## config.mk

```make
export PLATFORM = sky130hd
export DESIGN_NAME = window_scan_ctrl_flat
export DESIGN_NICKNAME = d
export VERILOG_FILES = /design/src/rtl/fd_pkg.sv /design/src/rtl/window_scan_ctrl_if.sv /design/src/rtl/window_addr_gen.sv /design/src/rtl/window_scan_ctrl.sv /design/src/flat_wrapper.sv
export SDC_FILE = /design/constraint.sdc
export NUM_CORES = 1
export LEC_CHECK = 0
export CORE_MARGIN = 4
export CORE_UTILIZATION = 30
export CTS_CLUSTER_SIZE = 20
export DETAILED_ROUTE_END_ITERATION = 7
export MAX_ROUTING_LAYER = met4
export PLACE_DENSITY = 0.5
export SYNTH_ARGS = -nofsm -noshare
export SYNTH_HDL_FRONTEND = slang
export SYNTH_SLANG_ARGS = --single-unit
```

## constraint.sdc

```tcl
create_clock -name clk -period 7 [get_ports clk]
set_clock_uncertainty 0.2 [all_clocks]
set_input_delay 1.4 -clock clk [delete_from_list [all_inputs] [get_ports clk]]
set_output_delay 1.4 -clock clk [all_outputs]
set_load 0.01 [all_outputs]
```

## src/rtl/fd_pkg.sv

```systemverilog
// Shared constants for the face-detect window scanner: image geometry, FSM encodings
// and the classifier corner index numbering.
package fd_pkg;

  localparam int II_WIDTH    = 160;
  localparam int II_HEIGHT   = 120;
  localparam int ADDR_W      = 15;
  localparam int DEF_WIN_W   = 24;
  localparam int DEF_WIN_H   = 8;
  localparam int DEF_STEP    = 4;
  localparam int TIMEOUT     = 63;

  localparam int X_W   = 8;
  localparam int Y_W   = 7;
  localparam int CNT_W = 10;

  // corner numbering as seen by the classifier
  localparam int C0 = 0;
  localparam int C1 = 1;
  localparam int C2 = 2;
  localparam int C3 = 3;
  localparam int C4 = 4;
  localparam int C5 = 5;
  localparam int C6 = 6;
  localparam int C7 = 7;

  typedef enum logic [5:0] {
    S_IDLE    = 6'b000001,
    S_LOAD    = 6'b000010,
    S_ISSUE   = 6'b000100,
    S_WAIT    = 6'b001000,
    S_ADVANCE = 6'b010000,
    S_DONE    = 6'b100000
  } scan_state_t;

  // last stride-aligned position whose window still fits inside extent-1
  function automatic int last_pos(input int extent, input int win, input int step);
    return ((extent - 1 - win) / step) * step;
  endfunction

endpackage

```

## src/rtl/window_scan_ctrl_if.sv

```systemverilog
// Scanner <-> classifier handshake: eight corner addresses, detect strobe and result.
interface window_scan_ctrl_if;
  import fd_pkg::*;

  logic [ADDR_W-1:0] address_0;
  logic [ADDR_W-1:0] address_1;
  logic [ADDR_W-1:0] address_2;
  logic [ADDR_W-1:0] address_3;
  logic [ADDR_W-1:0] address_4;
  logic [ADDR_W-1:0] address_5;
  logic [ADDR_W-1:0] address_6;
  logic [ADDR_W-1:0] address_7;
  logic              detect_en;
  logic              detect_done;
  logic              detected_flag;

  modport master (
    output address_0, address_1, address_2, address_3,
           address_4, address_5, address_6, address_7, detect_en,
    input  detect_done, detected_flag
  );

  modport slave (
    input  address_0, address_1, address_2, address_3,
           address_4, address_5, address_6, address_7, detect_en,
    output detect_done, detected_flag
  );

endinterface

```

## src/rtl/window_addr_gen.sv

```systemverilog
// Corner address generator: adds fixed band/height offsets to row_base + x and
// registers all eight corners on load. No multipliers; offsets are elaboration constants.
module window_addr_gen
  import fd_pkg::*;
#(
  parameter int WIN_W = DEF_WIN_W,
  parameter int WIN_H = DEF_WIN_H
) (
  input  logic                    clk,
  input  logic                    rst,
  input  logic                    load,
  input  logic [ADDR_W-1:0]       row_base,
  input  logic [X_W-1:0]          x,
  output logic [7:0][ADDR_W-1:0]  corner
);

  localparam int BAND = WIN_W / 3;
  localparam logic [ADDR_W-1:0] OFF_1T = ADDR_W'(BAND);
  localparam logic [ADDR_W-1:0] OFF_2T = ADDR_W'(2 * BAND);
  localparam logic [ADDR_W-1:0] OFF_3T = ADDR_W'(3 * BAND);
  localparam logic [ADDR_W-1:0] OFF_Y  = ADDR_W'(WIN_H * II_WIDTH);

  logic [ADDR_W-1:0] top_left;
  logic [ADDR_W-1:0] bot_left;

  assign top_left = row_base + ADDR_W'(x);
  assign bot_left = top_left + OFF_Y;

  always_ff @(posedge clk or negedge rst) begin
    if (!rst) begin
      corner <= '0;
    end else if (load) begin
      corner[C3] <= top_left;
      corner[C1] <= top_left + OFF_1T;
      corner[C5] <= top_left + OFF_2T;
      corner[C7] <= top_left + OFF_3T;
      corner[C2] <= bot_left;
      corner[C0] <= bot_left + OFF_1T;
      corner[C4] <= bot_left + OFF_2T;
      corner[C6] <= bot_left + OFF_3T;
    end
  end

endmodule

```

## src/rtl/window_scan_ctrl.sv

```systemverilog
// Raster-order window scheduler for the three-band Haar classifier.
// Optional WAIT watchdog enabled by defining SCAN_TIMEOUT_EN.
//
//  state   | meaning
//  IDLE    | waiting for start; hit_count held
//  LOAD    | register corner addresses for (x,y)
//  ISSUE   | one-cycle detect_en pulse
//  WAIT    | wait for detect_done (or watchdog expiry)
//  ADVANCE | step x, wrap to next row, or finish
//  DONE    | one-cycle scan_done pulse
module window_scan_ctrl
  import fd_pkg::*;
#(
  parameter int WIN_W = DEF_WIN_W,
  parameter int WIN_H = DEF_WIN_H,
  parameter int STEP  = DEF_STEP
) (
  input  logic                 clk,
  input  logic                 rst,
  input  logic                 start,
  input  logic                 abort,
  window_scan_ctrl_if.master   cls,
  output logic                 busy,
  output logic                 hit_valid,
  output logic [X_W-1:0]       hit_x,
  output logic [Y_W-1:0]       hit_y,
  output logic [CNT_W-1:0]     hit_count,
  output logic                 scan_done,
  output logic                 timeout_err
);

  localparam logic [X_W-1:0]    X_LAST   = X_W'(last_pos(II_WIDTH, WIN_W, STEP));
  localparam logic [Y_W-1:0]    Y_LAST   = Y_W'(last_pos(II_HEIGHT, WIN_H, STEP));
  localparam logic [X_W-1:0]    X_STEP   = X_W'(STEP);
  localparam logic [Y_W-1:0]    Y_STEP   = Y_W'(STEP);
  localparam logic [ADDR_W-1:0] ROW_STEP = ADDR_W'(STEP * II_WIDTH);

  scan_state_t state, state_nxt;

  logic [X_W-1:0]          x;
  logic [Y_W-1:0]          y;
  logic [ADDR_W-1:0]       row_base;
  logic [7:0][ADDR_W-1:0]  corner;
  logic                    hit_valid_q;
  logic                    last_win;
  logic                    row_end;
  logic                    scan_go;
  logic                    tmo;

  assign row_end  = (x == X_LAST);
  assign last_win = row_end && (y == Y_LAST);
  assign scan_go  = (state == S_IDLE) && start && !abort;

  window_addr_gen #(.WIN_W(WIN_W), .WIN_H(WIN_H)) u_addr (
    .clk      (clk),
    .rst      (rst),
    .load     (state == S_LOAD),
    .row_base (row_base),
    .x        (x),
    .corner   (corner)
  );

  assign cls.address_0 = corner[C0];
  assign cls.address_1 = corner[C1];
  assign cls.address_2 = corner[C2];
  assign cls.address_3 = corner[C3];
  assign cls.address_4 = corner[C4];
  assign cls.address_5 = corner[C5];
  assign cls.address_6 = corner[C6];
  assign cls.address_7 = corner[C7];

`ifdef SCAN_TIMEOUT_EN
  localparam int WD_W = $clog2(TIMEOUT + 1);
  logic [WD_W-1:0] wd_cnt;

  // down-counter armed in ISSUE so it expires on the TIMEOUT-th WAIT cycle
  always_ff @(posedge clk or negedge rst) begin
    if (!rst) begin
      wd_cnt <= '0;
    end else if (state == S_ISSUE) begin
      wd_cnt <= WD_W'(TIMEOUT - 1);
    end else if (state == S_WAIT && wd_cnt != '0) begin
      wd_cnt <= wd_cnt - 1'b1;
    end
  end

  assign tmo = (state == S_WAIT) && !cls.detect_done && (wd_cnt == '0);

  always_ff @(posedge clk or negedge rst) begin
    if (!rst) begin
      timeout_err <= 1'b0;
    end else if (scan_go) begin
      timeout_err <= 1'b0;
    end else if (tmo && !abort) begin
      timeout_err <= 1'b1;
    end
  end
`else
  assign tmo         = 1'b0;
  assign timeout_err = 1'b0;
`endif

  always_ff @(posedge clk or negedge rst) begin
    if (!rst) begin
      state <= S_IDLE;
    end else begin
      state <= state_nxt;
    end
  end

  always_comb begin
    state_nxt = state;
    if (abort) begin
      state_nxt = S_IDLE;
    end else begin
      case (state)
        S_IDLE:    if (start) state_nxt = S_LOAD;
        S_LOAD:    state_nxt = S_ISSUE;
        S_ISSUE:   state_nxt = S_WAIT;
        S_WAIT:    if (cls.detect_done || tmo) state_nxt = S_ADVANCE;
        S_ADVANCE: state_nxt = last_win ? S_DONE : S_LOAD;
        S_DONE:    state_nxt = S_IDLE;
        default:   state_nxt = S_IDLE;
      endcase
    end
  end

  always_comb begin
    cls.detect_en = 1'b0;
    scan_done     = 1'b0;
    busy          = 1'b0;
    hit_valid     = 1'b0;
    if (state != S_IDLE) busy = 1'b1;
    if (!abort) begin
      cls.detect_en = (state == S_ISSUE);
      scan_done     = (state == S_DONE);
      hit_valid     = hit_valid_q;
    end
  end

  always_ff @(posedge clk or negedge rst) begin
    if (!rst) begin
      x           <= '0;
      y           <= '0;
      row_base    <= '0;
      hit_count   <= '0;
      hit_valid_q <= 1'b0;
      hit_x       <= '0;
      hit_y       <= '0;
    end else begin
      hit_valid_q <= 1'b0;
      if (scan_go) begin
        x         <= '0;
        y         <= '0;
        row_base  <= '0;
        hit_count <= '0;
      end
      if (state == S_WAIT && cls.detect_done && cls.detected_flag && !abort) begin
        hit_valid_q <= 1'b1;
        hit_x       <= x;
        hit_y       <= y;
        if (hit_count != {CNT_W{1'b1}}) hit_count <= hit_count + 1'b1;
      end
      if (state == S_ADVANCE && !abort && !last_win) begin
        if (row_end) begin
          x        <= '0;
          y        <= y + Y_STEP;
          row_base <= row_base + ROW_STEP;
        end else begin
          x <= x + X_STEP;
        end
      end
    end
  end

endmodule

```

## src/flat_wrapper.sv

```systemverilog
// flat-port wrapper written by rule: the top's interface ports become plain ports
module window_scan_ctrl_flat import fd_pkg::*;
#(
  parameter int WIN_W = DEF_WIN_W,
  parameter int WIN_H = DEF_WIN_H,
  parameter int STEP  = DEF_STEP
)
  (clk, rst, start, abort, busy, hit_valid, hit_x, hit_y, hit_count, scan_done, timeout_err, cls_address_0, cls_address_1, cls_address_2, cls_address_3, cls_address_4, cls_address_5, cls_address_6, cls_address_7, cls_detect_en, cls_detect_done, cls_detected_flag);
  window_scan_ctrl_if cls_i ();
  input  logic clk;
  input  logic rst;
  input  logic start;
  input  logic abort;
  output logic busy;
  output logic hit_valid;
  output logic [X_W-1:0] hit_x;
  output logic [Y_W-1:0] hit_y;
  output logic [CNT_W-1:0] hit_count;
  output logic scan_done;
  output logic timeout_err;
  output wire logic [$bits(cls_i.address_0)-1:0] cls_address_0;
  output wire logic [$bits(cls_i.address_1)-1:0] cls_address_1;
  output wire logic [$bits(cls_i.address_2)-1:0] cls_address_2;
  output wire logic [$bits(cls_i.address_3)-1:0] cls_address_3;
  output wire logic [$bits(cls_i.address_4)-1:0] cls_address_4;
  output wire logic [$bits(cls_i.address_5)-1:0] cls_address_5;
  output wire logic [$bits(cls_i.address_6)-1:0] cls_address_6;
  output wire logic [$bits(cls_i.address_7)-1:0] cls_address_7;
  output wire logic [$bits(cls_i.detect_en)-1:0] cls_detect_en;
  input wire logic [$bits(cls_i.detect_done)-1:0] cls_detect_done;
  input wire logic [$bits(cls_i.detected_flag)-1:0] cls_detected_flag;
  assign cls_address_0 = cls_i.address_0;
  assign cls_address_1 = cls_i.address_1;
  assign cls_address_2 = cls_i.address_2;
  assign cls_address_3 = cls_i.address_3;
  assign cls_address_4 = cls_i.address_4;
  assign cls_address_5 = cls_i.address_5;
  assign cls_address_6 = cls_i.address_6;
  assign cls_address_7 = cls_i.address_7;
  assign cls_detect_en = cls_i.detect_en;
  assign cls_i.detect_done = cls_detect_done;
  assign cls_i.detected_flag = cls_detected_flag;
  window_scan_ctrl #(.WIN_W(WIN_W), .WIN_H(WIN_H), .STEP(STEP)) u_core (.clk(clk), .rst(rst), .start(start), .abort(abort), .cls(cls_i), .busy(busy), .hit_valid(hit_valid), .hit_x(hit_x), .hit_y(hit_y), .hit_count(hit_count), .scan_done(scan_done), .timeout_err(timeout_err));
endmodule
```

==> flow_summary.toml, run 1 <==
[outcome]
status = "completed"

[critical_path]
end_kind = "output port"
critPathRequiredTime_ns = 5.40
regToRegEndpoint = "u_core.u_addr.corner[103]"
r2r_cells = 9
cp_top_family = "buffers and inverters"
critical-path-max-stage-delay_ns = 0.58
cpMaxStageDelayCell = "clkdlybuf4s50_1"
critPathKind = "input pin to output port"
path_cells = "clkdlybuf4s50_1 -> or3_1 -> or3_1 -> nor3b_1 -> clkdlybuf4s50_1"
r2r_slack_ns = 3.08
arrival_ns = 3.38
critPathMaxFanout = 7
r2r-start = "u_core.x[2]"
start_kind = "input pin"
worst-path-buf-inv = 2

[floorplanning]
core_mm2 = 0.02292
num_rows = 55
fp.dieH_um = 161.5
die_width_um = 161.5
dieArea_mm2 = 0.02607
start_util_pct = 30.83
num_io_pins = 156

[power]
p_int_mw = 1.879
combPwrFrac_pct = 26.8
p_leak_nw = 3.949
clockPowerShare_pct = 34.2
power_frac_seq_pct = 38.9
ir_drop_mv = 0.1365
powerDensity_mw_per_mm2 = 289.2
switching_power_mw = 0.7692
p_sw_share_pct = 29.05

[detailed_routing]
wire_per_inst_um = 15.23
dr.first_iter.drc_count = 230
routed_wl_um = 18300
dr.pass1.iters = 4
routed_via_density = 4.590
antenna_left = 0
vias = 5517
drc_errors = 0

[placement]
place.port_buffers = 152
globalplace.congestion = 0.7777
place_area_mm2 = 0.008562
hpwlAfterDp_um = 12900
pre_cts_ws_ns = 2.039

[timing]
period_share_pct = 71.09
worst_pin_slew_ns = 1.002
slew_headroom_pct = 33.19
rsz0062_at_grt = "no"
hold_viol = 0
fmaxAchievable_ghz = 0.2010
finalCriticalPeriod_ns = 4.976
setup_viol = 0
slew_viol_final = 0
layout_setup_ws_ns = 2.024
finalSetupTns_ns = 0

[synth]
seq_area_frac_synth_pct = 47.83
synth-main-ff-cell = "dfrtp_1"
netlist_area_mm2 = 0.007066
synth_cells = 778
synth_cell_types = 57
async_flop_share_pct = 100.0
yosys_register_bits = 135
synth-edff-count = 0
synth_area_per_cell_um2 = 9.082
synth_warnings = 0

[hold_path]
holdPathEnd = "u_core.u_addr.corner[105]"
hp-start = "u_core.row_base[0]"
hp-class = "flip-flop to flip-flop"
hold_path_depth = 2

[finish]
multiInputGateArea_mm2 = 0.003156
syn_to_final_growth_pct = 29.59
fill_cells = 2312
design_area_mm2 = 0.009156
drive_gt1_share_pct = 6.524
regArea_mm2 = 0.003379
n_antenna_cell = 0
finish.net_count = 901

[cts]
postCtsSetupRepairBufs = 0
cts.sinks = 135
clock_latency_ns = 0.42
cts_hold_buf = 0
cts-resized-gates = 0
cts_tree = "yes"
clkSlewWorstSetupHoldPaths_ns = 0.06
cts-root-buf = "clkbuf_16"
clk_path_buf_depth = 2
cts_made_buffers = 17
htree_num_levels = 4

[grt]
antenna_found_initial = 0
overflow = 0
grt_pass1_vias = 5485
grt_max_degree = 115
grt_pass1_wl_um = 30270
grt_usage_pct = 14.80

[run]
max_cap_violations = 0
-- kinds of logic after synthesis --
kind of cell | share of synthesized area, %
AND/OR/NAND/NOR | 20.81
AO/OA/AOI/OAI | 11.72
flip-flops | 47.83
buffers and inverters | 7.809
XOR/XNOR | 7.809
adder cells (fa/ha/maj) | 3.365
multiplexers | 0.6021
other | 0.05307
-- worst register-to-register path, delay by kind of cell (launching register included) --
family	cells	cell delay, ns
AND/OR/NAND/NOR	4	1.64
adder cells (fa/ha/maj)	2	0.86
AO/OA/AOI/OAI	2	0.50
flip-flops	1	0.49
XOR/XNOR	1	0.16
-- flip-flops by register name, summed over array words and instances (netlist names) --
register,flops
u_core.hit_count,10
u_core.hit_valid_q,1
u_core.hit_x,6
u_core.hit_y,7
u_core.row_base,15
u_core.state,6
u_core.u_addr.corner,77
u_core.x,6
u_core.y,7
-- area by class of cell --
| type | instances | share of cell area, % |
|---|---|---|
| Multi-Input combinational cell | 549 | 34.46 |
| Tap cell | 313 | 4.277 |
| Clock inverter | 14 | 1.804 |
| Clock buffer | 18 | 4.687 |
| Timing Repair Buffer | 161 | 17.37 |
| Inverter | 12 | 0.4919 |
| Sequential cell | 135 | 36.91 |
-- through the flow --
stage	power, mW	util (%)	std cells	hold slack, ns
after floorplan	1.356	-	781	0.2304
after global placement	1.767	37.36	1170	0.2455
after detailed placement	1.775	37.36	1170	0.2459
after CTS	2.695	39.96	1202	0.2636
after global routing	2.798	39.96	1202	0.2970
final	2.648	39.96	1202	0.2707
-- how the worst max path moves through the flow --
| stage | from | end | slack, ns | cells past startpoint |
|---|---|---|---|---|
| floorplan | abort | scan_done | 3.05 | 3 |
| global placement | abort | scan_done | 1.99 | 5 |
| detailed placement | abort | scan_done | 2.04 | 5 |
| CTS | abort | scan_done | 2.01 | 5 |
| global route | abort | scan_done | 1.87 | 5 |
| finish | abort | scan_done | 2.02 | 5 |
-- layout by cell type, fill, tap and decap left out, types with 4 or more instances in the layout --
cell               n
a211oi_1           4
a21o_1             7
a21oi_1           14
and2_1            11
and3_1            10
buf_4              9
clkbuf_16         17
clkdlybuf4s50_1  151
clkinv_4           4
conb_1             4
dfrtp_1          134
ha_1              19
inv_1             12
inv_6              4
nand2_1          163
nand2b_1           5
nand3_1           28
nand3b_1           4
nand4_1            7
nor2_1            53
nor3_1             6
o21ai_0           72
o21ai_1            8
o31ai_1            4
or3_1             10
xnor2_1           33
xor2_1            30
-- synthesized netlist by cell type, drive strengths merged, types with 2 or more instances --
cell	count	area (um^2)
a211o	3	26.28
a211oi	4	30.03
a21boi	2	15.01
a21o	7	52.55
a21oi	14	70.07
a31o	2	17.52
and2	11	68.82
and3	10	62.56
buf	58	405.4
clkbuf	27	101.4
dfrtp	134	3353
ha	19	237.7
inv	12	45.04
mux2	2	22.52
mux2i	2	20.02
nand2	163	611.8
nand2b	5	31.28
nand3	28	140.1
nand3b	4	30.03
nand4	7	43.79
nand4b	2	17.52
nor2	54	205.2
nor3	6	30.03
nor3b	3	22.52
nor4	7	71.31
o211a	2	20.02
o211ai	3	22.52
o21a	3	22.52
o21ai	80	400.4
o22ai	3	18.77
o311ai	2	17.52
o31ai	4	30.03
o41ai	3	26.28
or2	4	25.02
or3	10	62.56
or3b	3	26.28
or4	2	15.01
xnor2	33	289.0
xor2	30	262.8
-- power groups by stage --
stage / Combinational (mW) / Sequential [mW] / Clock, mW
final: 0.711 / 1.03 / 0.906
after global routing: 0.771 / 1.06 / 0.966
after CTS: 0.726 / 1.04 / 0.932
after detailed placement: 0.725 / 1.05 / 0
after global placement: 0.718 / 1.05 / 0
after floorplan: 0.260 / 1.10 / 0
-- routing by layer --
layer  vias up  global-route usage [%]  share of wire [%]
li1       2764                       -                  -
met1      2607                   19.85                 49
met2       128                   22.32                 45
met3        18                   3.649                4.8
met4         0                   4.304                1.4
met5         -                       -                  0
No activity file was read; power rests on OpenSTA's default activity.
==> run 2: changes to the inputs <==
- clock period: 7 -> 4.6 ns (I/O delays scaled with it)
==> flow_summary.toml, run 2 (synthesized netlist as in run 1, its figures left out) <==
[timing]
slew_viol_final = 0
fmaxAchievable_ghz = 0.2473
hold_viol = 0
period_share_pct = 87.89
worst_pin_slew_ns = 0.8734
setup_viol = 0
finalSetupTns_ns = 0
hold_ws_ns = 0.2750
rsz0062_at_grt = "no"
layout_setup_ws_ns = 0.5569
finalCriticalPeriod_ns = 4.043
slew_headroom_pct = 41.60

[critical_path]
critPathRequiredTime_ns = 3.48
cpMaxStageDelayCell = "clkdlybuf4s50_1"
cp_top_family = "buffers and inverters"
end_kind = "output port"
arrival_ns = 2.92
r2r_cells = 9
start_kind = "input pin"
critPathKind = "input pin to output port"
critPathMaxFanout = 7
worst-path-buf-inv = 2
r2r_slack_ns = 0.79
critical-path-max-stage-delay_ns = 0.58
path_cells = "clkdlybuf4s50_1 -> or3_1 -> or3_1 -> nor3b_1 -> clkdlybuf4s50_1"
r2r-start = "u_core.x[5]"
regToRegEndpoint = "u_core.u_addr.corner[29]"

[finish]
syn_to_final_growth_pct = 30.12
layout_common_cells = "nand2_1 (163), clkdlybuf4s50_1 (151), dfrtp_1 (134)"
top_regs = "u_core.u_addr.corner x77, u_core.row_base x15, u_core.hit_count x10"
final_common_cell = "nand2_1"
top_register = "u_core.u_addr.corner"
n_antenna_cell = 0
stdcell_count = 1205
largest_reg_flops = 77
fin_util_pct = 40.12
finish.net_count = 904
drive_gt1_share_pct = 6.839
fill_cells = 2298
design_area_mm2 = 0.009194

[cts]
cts-resized-gates = 0
htree_num_levels = 4
cts_tree = "yes"
postCtsSetupRepairBufs = 0
cts.sinks = 135
cts_hold_buf = 0
clk_path_buf_depth = 2
clock_latency_ns = 0.43
clkSlewWorstSetupHoldPaths_ns = 0.06
cts-root-buf = "clkbuf_16"
cts_made_buffers = 17

[detailed_routing]
antenna_left = 0
routed_wl_um = 18320
drc_errors = 0
vias = 5438
dr.first_iter.drc_count = 248
wire_per_inst_um = 15.20
routed_via_density = 4.513
dr.pass1.iters = 4

[power]
power.total_mw = 4.038
ir_drop_mv = 0.1984
p_leak_nw = 3.960
powerDensity_mw_per_mm2 = 439.2

[floorplanning]
num_io_pins = 156
die_width_um = 161.5
num_rows = 55
core_mm2 = 0.02292
start_util_pct = 30.83
fp.dieH_um = 161.5
dieArea_mm2 = 0.02607

[grt]
grt_pass1_wl_um = 29850
overflow = 0
grt_usage_pct = 14.68
grt_max_degree = 83
grt_pass1_vias = 5402
antenna_found_initial = 0

[hold_path]
hp-class = "flip-flop to flip-flop"
hold_path_depth = 2
hp-start = "u_core.u_addr.corner[99]"
holdPathEnd = "u_core.u_addr.corner[99]"

[run]
max_cap_violations = 0

[outcome]
status = "completed"

[placement]
globalplace.congestion = 0.7900
place_area_mm2 = 0.008597
pre_cts_ws_ns = 0.5515
hpwlAfterDp_um = 13010
dp.cells = 1173
place.port_buffers = 152
==> run 2: changes by cell type in the layout (fill, tap and decap cells not counted) <==
cell        change
buf_12          +1
buf_4           +2
inv_8           -2
clkbuf_8        +2
clkinv_4        -1
inv_6           -1
clkinvlp_4      +2
==> run 2: worst reg2reg max path, delay by kind of cell, from the launching register on <==
| family | cells | cell delay [ns] |
|---|---|---|
| AOI/OAI and AO/OA | 2 | 0.38 |
| xor gates and xnor gates | 1 | 0.17 |
| adders and majority gates | 1 | 0.45 |
| DFF | 1 | 0.46 |
| and+or+nand+nor | 5 | 2.07 |
==> run 2: worst max path at each step <==
stage                start                        to  slack, ns  cells after the start
2_1_floorplan  u_core.x[7]  u_core.u_addr.corner[13]       1.29                     12
3_3_place_gp         abort                 scan_done       0.57                      5
3_5_place_dp         abort                 scan_done       0.55                      5
4_1_cts              abort                 scan_done       0.53                      5
5_1_grt              abort                 scan_done       0.44                      5
6_report             abort                 scan_done       0.56                      5
==> run 2: layer usage <==
| layer | track usage, % | routed length [um] | up-vias | part of all wire [%] |
|---|---|---|---|---|
| met2 | 22.33 | 8277 | 127 | 45 |
| li1 | - | - | 2776 | - |
| met1 | 19.70 | 8993 | 2521 | 49 |
| met5 | - | 0 | - | 0 |
| met4 | 3.606 | 170 | 0 | 0.93 |
| met3 | 3.802 | 875 | 14 | 4.8 |
==> run 2: power by group <==
group	switching (mW)	internal, mW	total, mW
sequential	0.164	1.41	1.57
clock	0.552	0.833	1.39
combinational	0.441	0.638	1.08
total	1.16	2.88	4.04
==> run 2: area by class of cell <==
type / count / area [um^2] / area share [%]
clock buffer: 20 / 456.7 / 4.967
tap: 313 / 391.6 / 4.260
sequential: 135 / 3379 / 36.76
inverter: 12 / 45.04 / 0.4899
timing repair buffer: 164 / 1625 / 17.68
multi-input combinational: 549 / 3156 / 34.32
clock inverter: 12 / 140.1 / 1.524
